`src/rtl/rs_burst_deserializer.sv`:
```
// ============================================================================
// Module      : rs_burst_deserializer
// Description : Collects an 8-beat burst of 39-bit beats, transposes it into a
//               symbol-ordered codeword and holds it in a valid/ready register.
//               Optional poison tracking is enabled with RS_DESER_POISON_EN.
// Revision    : 1.0 - initial release
// ============================================================================
`default_nettype none

module rs_burst_deserializer #(
    parameter int  LANES = 39,
    parameter int  BEATS = 8,
    localparam int CW_W  = LANES * BEATS
) (
    input  logic             clk,
    input  logic             rst_n,
    input  logic             in_valid,
    output logic             in_ready,
    input  logic [LANES-1:0] in_data,
    input  logic             in_last,
`ifdef RS_DESER_POISON_EN
    input  logic             in_poison,
    output logic             cw_poison,
`endif
    output logic             cw_valid,
    input  logic             cw_ready,
    output logic [CW_W-1:0]  codeword,
    output logic             frame_err
);

    localparam int CNT_W = $clog2(BEATS);

    typedef enum logic [0:0] {
        FILL = 1'b0,
        HOLD = 1'b1
    } state_t;

    state_t             state_q, state_d;
    logic [CNT_W-1:0]   beat_cnt_q, beat_cnt_d;
    logic [CW_W-1:0]    asm_q, asm_d;
    logic [CW_W-1:0]    cw_q, cw_d;
    logic               cw_valid_q, cw_valid_d;
    logic               frame_err_q, frame_err_d;
    logic [CW_W-1:0]    merged;
    logic               accept, drain, last_beat;
`ifdef RS_DESER_POISON_EN
    logic               poison_acc_q, poison_acc_d;
    logic               asm_poison_q, asm_poison_d;
    logic               cw_poison_q, cw_poison_d;
    logic               burst_poison;
`endif

    // Assembly contents with the current beat dropped into every symbol.
    for (genvar g = 0; g < LANES; g++) begin : g_lane
        logic [BEATS-1:0] sym;
        always_comb begin
            sym             = asm_q[BEATS*g +: BEATS];
            sym[beat_cnt_q] = in_data[g];
        end
        assign merged[BEATS*g +: BEATS] = sym;
    end

    assign accept    = in_valid && (state_q == FILL);
    assign drain     = cw_valid_q && cw_ready;
    assign last_beat = (beat_cnt_q == CNT_W'(BEATS - 1));
`ifdef RS_DESER_POISON_EN
    assign burst_poison = poison_acc_q | in_poison;
`endif

    always_comb begin
        state_d     = state_q;
        beat_cnt_d  = beat_cnt_q;
        asm_d       = asm_q;
        cw_d        = cw_q;
        cw_valid_d  = cw_valid_q && !drain;
        frame_err_d = 1'b0;
`ifdef RS_DESER_POISON_EN
        poison_acc_d = poison_acc_q;
        asm_poison_d = asm_poison_q;
        cw_poison_d  = cw_poison_q;
`endif
        case (state_q)
            FILL: begin
                if (accept) begin
                    if (in_last != last_beat) begin
                        // Burst discarded; stale assembly bits are overwritten by the next burst.
                        beat_cnt_d  = '0;
                        frame_err_d = 1'b1;
`ifdef RS_DESER_POISON_EN
                        poison_acc_d = 1'b0;
`endif
                    end else if (last_beat) begin
                        beat_cnt_d = '0;
`ifdef RS_DESER_POISON_EN
                        poison_acc_d = 1'b0;
`endif
                        if (!cw_valid_q || drain) begin
                            cw_d       = merged;
                            cw_valid_d = 1'b1;
`ifdef RS_DESER_POISON_EN
                            cw_poison_d = burst_poison;
`endif
                        end else begin
                            asm_d   = merged;
                            state_d = HOLD;
`ifdef RS_DESER_POISON_EN
                            asm_poison_d = burst_poison;
`endif
                        end
                    end else begin
                        asm_d      = merged;
                        beat_cnt_d = beat_cnt_q + CNT_W'(1);
`ifdef RS_DESER_POISON_EN
                        poison_acc_d = burst_poison;
`endif
                    end
                end
            end
            HOLD: begin
                if (drain) begin
                    cw_d       = asm_q;
                    cw_valid_d = 1'b1;
                    state_d    = FILL;
`ifdef RS_DESER_POISON_EN
                    cw_poison_d = asm_poison_q;
`endif
                end
            end
            default: state_d = FILL;
        endcase
    end

    always_ff @(posedge clk or negedge rst_n) begin
        if (!rst_n) begin
            state_q     <= FILL;
            beat_cnt_q  <= '0;
            asm_q       <= '0;
            cw_q        <= '0;
            cw_valid_q  <= 1'b0;
            frame_err_q <= 1'b0;
`ifdef RS_DESER_POISON_EN
            poison_acc_q <= 1'b0;
            asm_poison_q <= 1'b0;
            cw_poison_q  <= 1'b0;
`endif
        end else begin
            state_q     <= state_d;
            beat_cnt_q  <= beat_cnt_d;
            asm_q       <= asm_d;
            cw_q        <= cw_d;
            cw_valid_q  <= cw_valid_d;
            frame_err_q <= frame_err_d;
`ifdef RS_DESER_POISON_EN
            poison_acc_q <= poison_acc_d;
            asm_poison_q <= asm_poison_d;
            cw_poison_q  <= cw_poison_d;
`endif
        end
    end

    assign in_ready  = (state_q == FILL);
    assign cw_valid  = cw_valid_q;
    assign codeword  = cw_q;
    assign frame_err = frame_err_q;
`ifdef RS_DESER_POISON_EN
    assign cw_poison = cw_poison_q;
`endif

endmodule

`default_nettype wire

```
`config.mk`:
```
export PLATFORM = sky130hd
export DESIGN_NAME = rs_burst_deserializer
export DESIGN_NICKNAME = d
export VERILOG_FILES = /design/src/rtl/rs_burst_deserializer.sv
export SDC_FILE = /design/constraint.sdc
export NUM_CORES = 1
export LEC_CHECK = 0
export ABC_AREA = 1
export BUFFER_PORTS_ARGS = -buffer_cell sky130_fd_sc_hd__buf_4
export CAP_MARGIN = 20
export CORE_MARGIN = 8
export CORE_UTILIZATION = 60
export CTS_CLUSTER_SIZE = 12
export DETAILED_ROUTE_END_ITERATION = 7
export PLACE_DENSITY_LB_ADDON = 0.25
export SYNTH_ARGS = -nofsm -noshare
export SYNTH_HDL_FRONTEND = slang
export SYNTH_SLANG_ARGS = --single-unit
```
`constraint.sdc`:
```
create_clock -name clk -period 2.2 [get_ports clk]
set_input_delay 0.22 -clock clk [delete_from_list [all_inputs] [get_ports clk]]
set_output_delay 0.22 -clock clk [all_outputs]
set_load 0.03 [all_outputs]
```
==> results.cfg <==
[outcome]
status = finished, final reports clean

[synthesis]
yosys-top-cells-count = nand2_1, nand3_1, dfrtp_1, inv_1, nor2_1
async_flop_share_pct = 100
syn_nets = 4691
synthCells = 4645
synth.top_cells.by_area = dfrtp_1, nand2_1, nand3_1
synthFlopType = dfrtp_1
ys_ff_latch = 630
yosysSeqAreaShare_pct = 47.9
synth_edf_count = 0
synth_most_common_cell = nand2_1
synth_cell_types = 22
syn-cell-area_um2 = 32900
syn_avg_cell_area_um2 = 7.09
synth_warnings = 0
synth_top_area_share_pct = 47.9
yosysTopAreaCell = dfrtp_1

[place]
place_congestion = 0.842
io_buffers = 358
hpwl_um = 63000

[power_and_ir_drop]
p_leak_nw = 22.2
p_per_area_nw_per_um2 = 930
combinationalPowerShare_pct = 27.3
p_int_mw = 23.9
pwr-share-seq_pct = 41.7
sw_frac_of_total_pct = 34.7
peakVddDrop_mv = 0.800
power_switching_mw = 12.7
clock_power_share_pct = 31.0

[sta]
whs_ps = 45.1
setup_viol = 0
worstMarginPinSlew_ps = 1060
final_hold_viol_count = 0
max-slew-margin-rel_pct = 29.3
finClkSkew_ps = 16.0
fin_crit_ps = 2120
final_max_slew_viol_count = 0
fmax_mhz = 471
finalCritPeriodShare_pct = 96.6

[die]
fp-row-count = 86
ios = 359
dieArea_um2 = 62700
die_y_um = 250
core-area_um2 = 54700
initial_core_util_pct = 60.3
die_w_um = 250

[worst_hold_path]
worstHoldEndpoint = asm_q[279]
holdPathStages = 5
min-delay-start = in_data[34]
hold_path.class = input pin to flop

[worst_setup_path]
worst-r2r-cell-count = 11
cp_top_family = buffers and inverters
crit_chain = ha_1 -> ha_2 -> inv_2 -> nand2_1 -> nand2_2 -> nand2_2 -> nor2_4 -> buf_12 -> clkbuf_16 -> clkbuf_16 -> o21ai_0
critPathLaunchType = flop
cpPeakStageDelay_ps = 500
cp_max_fo = 11
reg2reg_slack_ps = 80
end_kind = flop
path_buf_inv = 4
arrival_ps = 2600
slowest_stage = dfrtp_4
path_class = flop to flop
required_ps = 2680
reg2reg_from = beat_cnt_q[1]
r2r-end = asm_q[234]

[layout]
post-route-util_pct = 71.9
area_growth_pct = 19.4
multi_input_area_um2 = 14300
diodes = 0
num-nets-final = 4911
area.sequential_um2 = 15800
fillers = 4310
drive_above_1_share_pct = 13.0

[grt]
grt_start_max_net_pins = 140
antenna_found_initial = 1
track_usage_pct = 32.3
grt_overflow = 0
grt_pass1_wl_um = 166000
grt_pass1_vias = 31540

[cts]
clockBufferDepth = 3
insertion_delay_ps = 610
cts_tree = yes
clkTransAtPathRegs_ps = 60
cts_sinks = 630
clock-root-buffer = clkbuf_16
htree_levels = 3
cts_buffers = 69

[detailed_routing]
drt-pass1-iter-count = 8
ant_nets = 0
vias_per_cell = 5.85
initialDrtViolationCount = 3185
wire_per_inst_um = 18.9
wl_um = 106000
vias = 32808
drc = 0

[run]
maxCapViolCount = 0
-- registers in the layout, indices dropped and copies added (netlist names) --
register / count
asm_q: 312
codeword: 312
beat_cnt_q: 3
cw_valid: 1
frame_err: 1
state_q: 1
-- how the worst max path moves through the flow --
stage	startpoint	to	cells past startpoint
final	beat_cnt_q[1]	asm_q[234]	11
after global routing	beat_cnt_q[1]	asm_q[208]	12
after CTS	beat_cnt_q[1]	asm_q[49]	10
after detailed placement	beat_cnt_q[1]	asm_q[27]	8
after global placement	beat_cnt_q[1]	codeword[125]	8
after floorplan	beat_cnt_q[1]	asm_q[237]	10
-- metrics by stage --
| stage | instance area, µm² | cells | worst slack, ps | total power [mW] | setup TNS (ps) |
|---|---|---|---|---|---|
| floorplan | 32900 | 4645 | 406 | 21.7 | 0 |
| global placement | 36500 | 5471 | 70.1 | 24.7 | 0 |
| detailed placement | 36500 | 5471 | -5.88 | 25.0 | -5.88 |
| CTS | 38800 | 5589 | -12.6 | 36.4 | -12.6 |
| global route | 39300 | 5611 | -18.7 | 38.5 | -27.9 |
| finish | 39300 | 5611 | 75.3 | 36.6 | 0 |
-- cells in the final DEF (no fill, tap or decap) --
cell type,Yosys,layout
inv_2,6,2
nand2_2,1,6
nand3_1,671,666
dlygate4sd3_1,0,4
ha_1,2,1
a21oi_1,26,26
clkinv_2,0,11
bufinv_16,0,3
inv_8,0,1
o21ai_1,192,192
nor2_4,2,4
dfrtp_1,630,626
nor2_1,236,236
buf_12,0,55
bufbuf_16,0,1
ha_2,0,1
o21ai_0,61,61
inv_6,0,4
buf_6,30,3
clkbuf_16,0,87
buf_4,13,426
dfrtp_4,0,4
clkbuf_8,0,13
nor3_1,1,1
clkbuf_1,124,15
nand2_1,2012,2006
nand4_1,157,157
buf_16,0,9
inv_1,279,278
nand2_8,0,1
nand3_2,0,4
buf_8,1,2
nand3_4,0,1
-- tightest hold or removal path, stage by stage --
cell,delay (ps)
buf_4,140
nand4_1,90
nand2_1,60
nand2_1,60
o21ai_1,50
-- layer usage --
metal	GRT usage [%]	up-vias	share of wire, %
met5	0	-	0.0066
met4	15.8	2	4.8
met3	7.00	374	11
met2	51.4	2048	46
met1	41.7	15179	38
li1	-	15205	-
-- power groups by stage --
stage / Clock, mW / Sequential, mW / Combinational (mW)
2_1_floorplan: 0 / 16.2 / 5.57
3_3_place_gp: 0 / 15.3 / 9.37
3_5_place_dp: 0 / 15.3 / 9.66
4_1_cts: 11.5 / 15.2 / 9.75
5_1_grt: 11.9 / 15.5 / 11.2
6_report: 11.3 / 15.2 / 10.0
-- final cells by class --
class                   count  area share, %
flip-flops and latches    630           40.1
multi-input cells        3363           36.4
repair buffers            516           12.9
clock buffers              99           5.12
inverters                 285           2.78
well taps                 704           2.24
clock inverters            14          0.379
-- what timing repair did --
action / CTS / global route
buffers inserted: 0 / 6
endpoints found under the setup margin: 5 / 367
hold buffers: 4 / 0
hold endpoints to repair: 238 / 0
resized for setup: 4 / 28
cloned: 1 / 16
pin swaps: 0 / 1
-- cells by family (layout without fill, tap and decap cells) --
| kind of cell | Yosys count | in the layout | synth area share (%) |
|---|---|---|---|
| AO/OA/AOI/OAI | 279 | 279 | 4.24 |
| flip-flops | 630 | 630 | 47.9 |
| adder cells (fa/ha/maj) | 2 | 2 | 0.0760 |
| AND/OR/NAND/NOR | 3082 | 3082 | 38.9 |
| buffers and inverters | 652 | 914 | 8.89 |
Note: power is estimated with default switching activity, not from simulation.
